$ cat src/rtl/pool_window_buffer_2x2.sv
// ---------------------------------------------------------------------------
// pool_window_buffer_2x2
//
// Streaming window generator placed in front of the 2x2 max-pooling stage.
// It takes a raster-order pixel stream, keeps one even row in a line buffer,
// and emits each non-overlapping 2x2 block (stride 2) as four parallel pixels.
// One window is produced for every four accepted pixels.
//
// Parameters:
//   DATA_WIDTH  bits per pixel
//   IMG_WIDTH   pixels per row (even, >= 2)
//   IMG_HEIGHT  rows per frame (even, >= 2)
//
// Ports:
//   clk        system clock, rising edge
//   rst        asynchronous active-high reset
//   in_pixel   incoming pixel, raster order
//   in_valid   in_pixel is valid
//   in_ready   block accepts a pixel this cycle
//   win_00     top-left pixel of the window
//   win_01     top-right pixel of the window
//   win_10     bottom-left pixel of the window
//   win_11     bottom-right pixel of the window
//   win_valid  window outputs are valid
//   win_ready  downstream accepts the window
//   win_last   current window is the last one of the frame
// ---------------------------------------------------------------------------
module pool_window_buffer_2x2 #(
  parameter int DATA_WIDTH = 8,
  parameter int IMG_WIDTH  = 8,
  parameter int IMG_HEIGHT = 8
) (
  input  logic                  clk,
  input  logic                  rst,
  input  logic [DATA_WIDTH-1:0] in_pixel,
  input  logic                  in_valid,
  output logic                  in_ready,
  output logic [DATA_WIDTH-1:0] win_00,
  output logic [DATA_WIDTH-1:0] win_01,
  output logic [DATA_WIDTH-1:0] win_10,
  output logic [DATA_WIDTH-1:0] win_11,
  output logic                  win_valid,
  input  logic                  win_ready,
  output logic                  win_last
);

  localparam int CW = $clog2(IMG_WIDTH);
  localparam int RW = $clog2(IMG_HEIGHT);
  localparam logic [CW-1:0] COL_MAX = CW'(IMG_WIDTH - 1);
  localparam logic [RW-1:0] ROW_MAX = RW'(IMG_HEIGHT - 1);

  logic [CW-1:0]         col;
  logic [RW-1:0]         row;
  logic [CW-1:0]         col_pair;
  logic [DATA_WIDTH-1:0] linebuf [IMG_WIDTH];
  logic [DATA_WIDTH-1:0] hold_reg;
  logic                  in_xfer;
  logic                  row_odd;
  logic                  col_odd;
  logic                  col_last;
  logic                  row_last;
  logic                  win_load;

  // Any pending window that is not being taken this cycle blocks the input,
  // even if the next pixel would not complete a new window.
  assign in_ready = !win_valid || win_ready;
  assign in_xfer  = in_valid && in_ready;

  assign row_odd  = row[0];
  assign col_odd  = col[0];
  assign col_last = (col == COL_MAX);
  assign row_last = (row == ROW_MAX);
  assign win_load = in_xfer && row_odd && col_odd;

  // When a window completes, col is odd, so the left column of the block is
  // col with its LSB cleared; this avoids a subtractor.
  always_comb begin
    col_pair    = col;
    col_pair[0] = 1'b0;
  end

  // Raster position of the next pixel to be accepted. Wrapping the row at the
  // end of the frame lets the next frame start on the following cycle.
  always_ff @(posedge clk or posedge rst) begin
    if (rst) begin
      col <= '0;
      row <= '0;
    end else if (in_xfer) begin
      if (col_last) begin
        col <= '0;
        if (row_last) begin
          row <= '0;
        end else begin
          row <= row + RW'(1);
        end
      end else begin
        col <= col + CW'(1);
      end
    end
  end

  // The top row of every block pair lives here until the matching bottom row
  // arrives; its contents never need a reset because each entry is written
  // before it is read.
  always_ff @(posedge clk) begin
    if (in_xfer && !row_odd) begin
      linebuf[col] <= in_pixel;
    end
  end

  // Bottom-left pixel of the current block, held until the bottom-right pixel
  // completes the window.
  always_ff @(posedge clk or posedge rst) begin
    if (rst) begin
      hold_reg <= '0;
    end else if (in_xfer && row_odd && !col_odd) begin
      hold_reg <= in_pixel;
    end
  end

  // Output register. A new window can only load when in_ready is high, so it
  // never overwrites a window the consumer has not taken; loading while the
  // old one is accepted keeps win_valid high for full throughput.
  always_ff @(posedge clk or posedge rst) begin
    if (rst) begin
      win_00    <= '0;
      win_01    <= '0;
      win_10    <= '0;
      win_11    <= '0;
      win_valid <= 1'b0;
      win_last  <= 1'b0;
    end else if (win_load) begin
      win_00    <= linebuf[col_pair];
      win_01    <= linebuf[col];
      win_10    <= hold_reg;
      win_11    <= in_pixel;
      win_valid <= 1'b1;
      win_last  <= row_last && col_last;
    end else if (win_valid && win_ready) begin
      win_valid <= 1'b0;
    end
  end

endmodule

$ cat config.mk
export PLATFORM = sky130hd
export DESIGN_NAME = pool_window_buffer_2x2
export DESIGN_NICKNAME = d
export VERILOG_FILES = /design/src/rtl/pool_window_buffer_2x2.sv
export SDC_FILE = /design/constraint.sdc
export NUM_CORES = 1
export LEC_CHECK = 0
export CORE_ASPECT_RATIO = 2
export CORE_UTILIZATION = 60
export CTS_BUF_LIST = sky130_fd_sc_hd__clkbuf_8 sky130_fd_sc_hd__clkbuf_16
export DETAILED_ROUTE_END_ITERATION = 8
export PLACE_DENSITY = 0.94
export SETUP_SLACK_MARGIN = 0.4
export SYNTH_ARGS = -nofsm -noshare
export SYNTH_HDL_FRONTEND = slang
export SYNTH_SLANG_ARGS = --single-unit
$ cat constraint.sdc
create_clock -name clk -period 4.55 [get_ports clk]
set_clock_uncertainty 0.1 [all_clocks]
set_input_delay 0.6825 -clock clk [delete_from_list [all_inputs] [get_ports clk]]
set_output_delay 0.6825 -clock clk [all_outputs]
set_load 0.005 [all_outputs]
After elaboration in Yosys (flattened, before gate mapping) --
Memory sizes are Yosys's and may differ from the RTL's. A register that Yosys moved wholly into a read port is not among the register bits. Cells that the tools add are included.
Word-level totals: output and inout port bits 35, RAM bits 64, memories 1, input bits 12, logic and storage cells 31, register bits after elaboration 32
Memory list:
- linebuf | depth 8, width 8, read ports 2, clocked after Yosys merged registers in 2, write ports 1, line 55 | logic [DATA_WIDTH-1:0] linebuf [IMG_WIDTH];
Cells by class: reduce and logical (&&, ||, !) cells 13, equality and inequality tests 2, mux-type cells 6, $add $sub $neg 2
Operators by type and width (count):
- 1-bit logical AND | 7
- 3-bit by 1-bit adder with 3-bit output, second input constant | 2
- 3-bit equality test, second input constant | 2
- 3-bit two-way mux | 2
- 1-bit two-way mux | 4
- 1-bit logical NOT | 3
- 2-bit AND reduction | 1
- 2-bit nonzero test | 1
- 1-bit logical OR | 1

Logic depth before layout (Yosys ltp) --
depth in word-level cells 6, gate-level depth with buffers 5

Least setup slack after synthesis --
OpenSTA, ideal clock, no wires.
kind input to register, start in win_ready, end mem linebuf[0][0], enable pin, cell stages on the path 4, data required time 4.052 ns, path buffers 1, setup slack 1.993 ns, data arrival time 2.060 ns, library setup time 0.398 ns, path through nand2b_1 > buf_2 > nand2_1 > nor4b_1
Between the ends: cells in the longest elaborated chain, start to end 5
Ends and longest elaborated chain:
- from (decl) | line 43 | input logic win_ready,
- 1-bit logical OR | line 66 | assign in_ready = !win_valid || win_ready;
- via in_ready | line 37 | output logic in_ready,
- 1-bit logical AND | line 67 | assign in_xfer = in_valid && in_ready;
- 1-bit logical AND | line 106 | if (in_xfer && !row_odd) begin
- 1-bit two-way mux | line 106
- 1-bit two-way mux (implied by the code) | line 107 | linebuf[col] <= in_pixel;
- to (decl) | line 55
The timed path passes the listed nets, and every way through them passes these cells.

Final worst setup path --
start in win_ready, end out in_ready
Between the ends: cells in the longest elaborated chain, start to end 1
Ends and longest elaborated chain (line):
- 1-bit logical OR | 66
- to (decl) | 37
No other way between the ends.

==> impl_results.md <==
- Status: finished clean
- DRT iter0 DRCs: 103
- Reg power frac: 0.463
- Design area: 0.00541 mm2
- Post-Syn Area: 0.00461 mm2
- Clock Sinks: 112
- Crit Reg-Reg Startpoint: col[0]
- Async S/R FF share, synth: 0.429
- Crit path kind: in -> out
- Worst slew pin tran: 1.26 ns
- Worst-Skew Late Latency: 0.35 ns
- Starting Density: 0.630
- Type of the most critical hold path: reg -> reg
- Final-report hold violation count: 0
- DP Worst Slack: 1.69 ns
- Sum Neg Setup Slack: 0 ns
- Crit start category: input port
- CTS tree: built
- Critical-path cell list: clkdlybuf4s50_1 -> nand2b_1 -> clkdlybuf4s50_1
- Largest stage delay, worst path: 0.56 ns
- Arrival time at the worst endpoint: 1.99 ns
- PD cells: 643 mW/mm2
- Via/cell ratio: 5.94
- Number of gates resized after CTS: 0
- RSZ-0062 raised after global routing: false
- Total Routed Length: 8660 um
- Vias in the first global route: 2610
- Htree depth: 3
- Rows: 44
- Synth Instances: 252
- Syn-to-layout area delta: 17.2%
- Peak VDD IR: 498 uV
- Hold path start: win_11[1]
- Top cells by area, synth: edfxtp_1, dfrtp_1, mux2_2, mux2i_1, mux4_2
- DP Area: 0.00514 mm2
- Total track usage: 0.243
- Die extent in x: 64 um
- Slowest cell on crit path: clkdlybuf4s50_1
- Tot Pwr: 3.48 mW
- Drt wl/cell: 21.7 um
- Overall via count from detail_route: 2370
- Cts bufs inserted: 9
- Share of layout cells above drive strength 1: 0.254
- Setup WS post-layout: 1.78 ns
- CTS Hold Buffers Added: 0
- # DRC: 0
- CORE AREA: 0.00732 mm2
- Post-DRT Antenna Nets: 0
- Logic gate share of total power: 0.332
- Syn_nets: 268
- Post-synthesis area per instance: 18.3 um2
- Placed wire-length estimate: 5620 um
- GR Overflow Total: 0
- Post-synth top cells: edfxtp_1, dfrtp_1, mux2_2
- Internal power consumption: 2.50 mW
- Initial antenna violation count: 0
- Boundary pin count: 47
- Leak: 2.14 nW
- First-pass GRT wire length: 13800 um
- Root Buffer: clkbuf_16
- Final setup violation count: 0
- Maxcap violations: 0
- Postcts setup bufs: 0
- Antenna cells: 0
- Largest Register: linebuf
- Clock-pin transition on the worst setup and hold timing paths: 0.06 ns
- Sw frac: 0.282
- Seq/Total Area, Yosys: 0.677
- WP data required: 3.77 ns
- Yosys warns: 0
- Clk pwr share: 0.204
- FILL cells: 429
- Finished Layout Cells: 399
- Hold slack: 0.404 ns
- Worst R2R Path Depth: 4
- #FFs+latches synth: 112
- Hold Path Stages: 1
- Gpl congestion: 0.812
- Crit. End Element: output port
- Share of the synthesized area in the top cell type: 0.417
- Top-count cell post-synth: edfxtp_1
- Max FFs per register: 64
- Drt first pass iters: 4
- Number of flops mapped to enable cells by yosys: 64
- Primary FF master, synth: edfxtp_1
- Port Buffers: 46
- Critical Path Fanout Max: 7
- Clock buffer depth: 2
- Die ar.: 0.00806 mm2
- Net Switching: 979 uW
- Slew HR: 0.159
- Largest net degree at the start of global routing: 49
- Leading area contributor after synthesis: edfxtp_1
- Chip height: 126 um
- Synth cell types: 23
- CP most frequent cell: clkdlybuf4s50_1
- F_max: 0.361 GHz
- Final Core Density: 0.738
- WHS Endpoint: win_11[1]
- Worst R2R Setup Slack: 1.90 ns
- Reg2reg end: win_01[7]
- Max-slew violation count: 0
- Placed Cells incl. Taps: 384
- Final worst-path cycle share: 0.610
- Min Clock Period, post-route: 2.77 ns
- Post-layout nets: 319
## area by class of cell
type	instances	area, um2	area share
timing repair buffer	53	513	0.0949
clock inverter	4	16.3	0.00301
tap	92	115	0.0213
clock buffer	11	253	0.0468
multi-input combinational	118	1350	0.250
inverter	9	33.8	0.00625
sequential	112	3120	0.578
## how the worst max path moves through the flow
stage | start | endpoint | slack [ns] | depth (start not counted)
floorplan | win_ready | linebuf[0][0] | 1.99 | 4
global placement | win_ready | linebuf[6][4] | 1.81 | 5
detailed placement | win_ready | linebuf[4][5] | 1.69 | 5
CTS | win_ready | in_ready | 1.79 | 3
global route | win_ready | in_ready | 1.73 | 3
finish | win_ready | in_ready | 1.78 | 3
## per-layer routing
layer  track usage  up-vias  part of all wire
met2         0.429       84              0.57
li1              -     1059                 -
met3        0.0507       19             0.040
met5             0        -                 0
met4         0.123        0             0.028
met1         0.269     1208              0.36
## worst max-delay path: cells and delay by family
family                 cells  cell delay (ns)
buffers and inverters      2             1.03
AND/OR/NAND/NOR            1             0.28
## cell families (layout without fill, tap and decap cells)
group / count (synthesis) / after routing / synth area share
adders and majority gates: 4 / 4 / 0.0108
buffers and inverters: 22 / 77 / 0.0301
DFF: 112 / 112 / 0.677
muxes: 92 / 92 / 0.254
and+or+nand+nor: 22 / 22 / 0.0282
## power by group through the flow
stage / registers [mW] / logic [mW] / clock network, mW
floorplan: 1.50 / 0.820 / 0
global placement: 1.60 / 1.10 / 0
detailed placement: 1.63 / 1.15 / 0
CTS: 1.62 / 1.17 / 0.729
global route: 1.65 / 1.24 / 0.756
finish: 1.61 / 1.16 / 0.711
## cells in the final DEF, fill, tap and decap left out, types with 2 or more instances in the layout
cell type,Yosys,routed
nor4_1,3,3
ha_1,4,4
dfrtp_1,48,48
clkbuf_16,0,9
mux2_2,40,40
nand2b_1,3,3
clkdlybuf4s50_1,0,46
edfxtp_1,64,64
mux4_2,16,16
buf_4,0,7
inv_1,9,11
nand2_1,4,4
mux2i_1,36,36
nor2_1,6,6
clkbuf_8,0,2
Power figures use the tool's default switching activity.
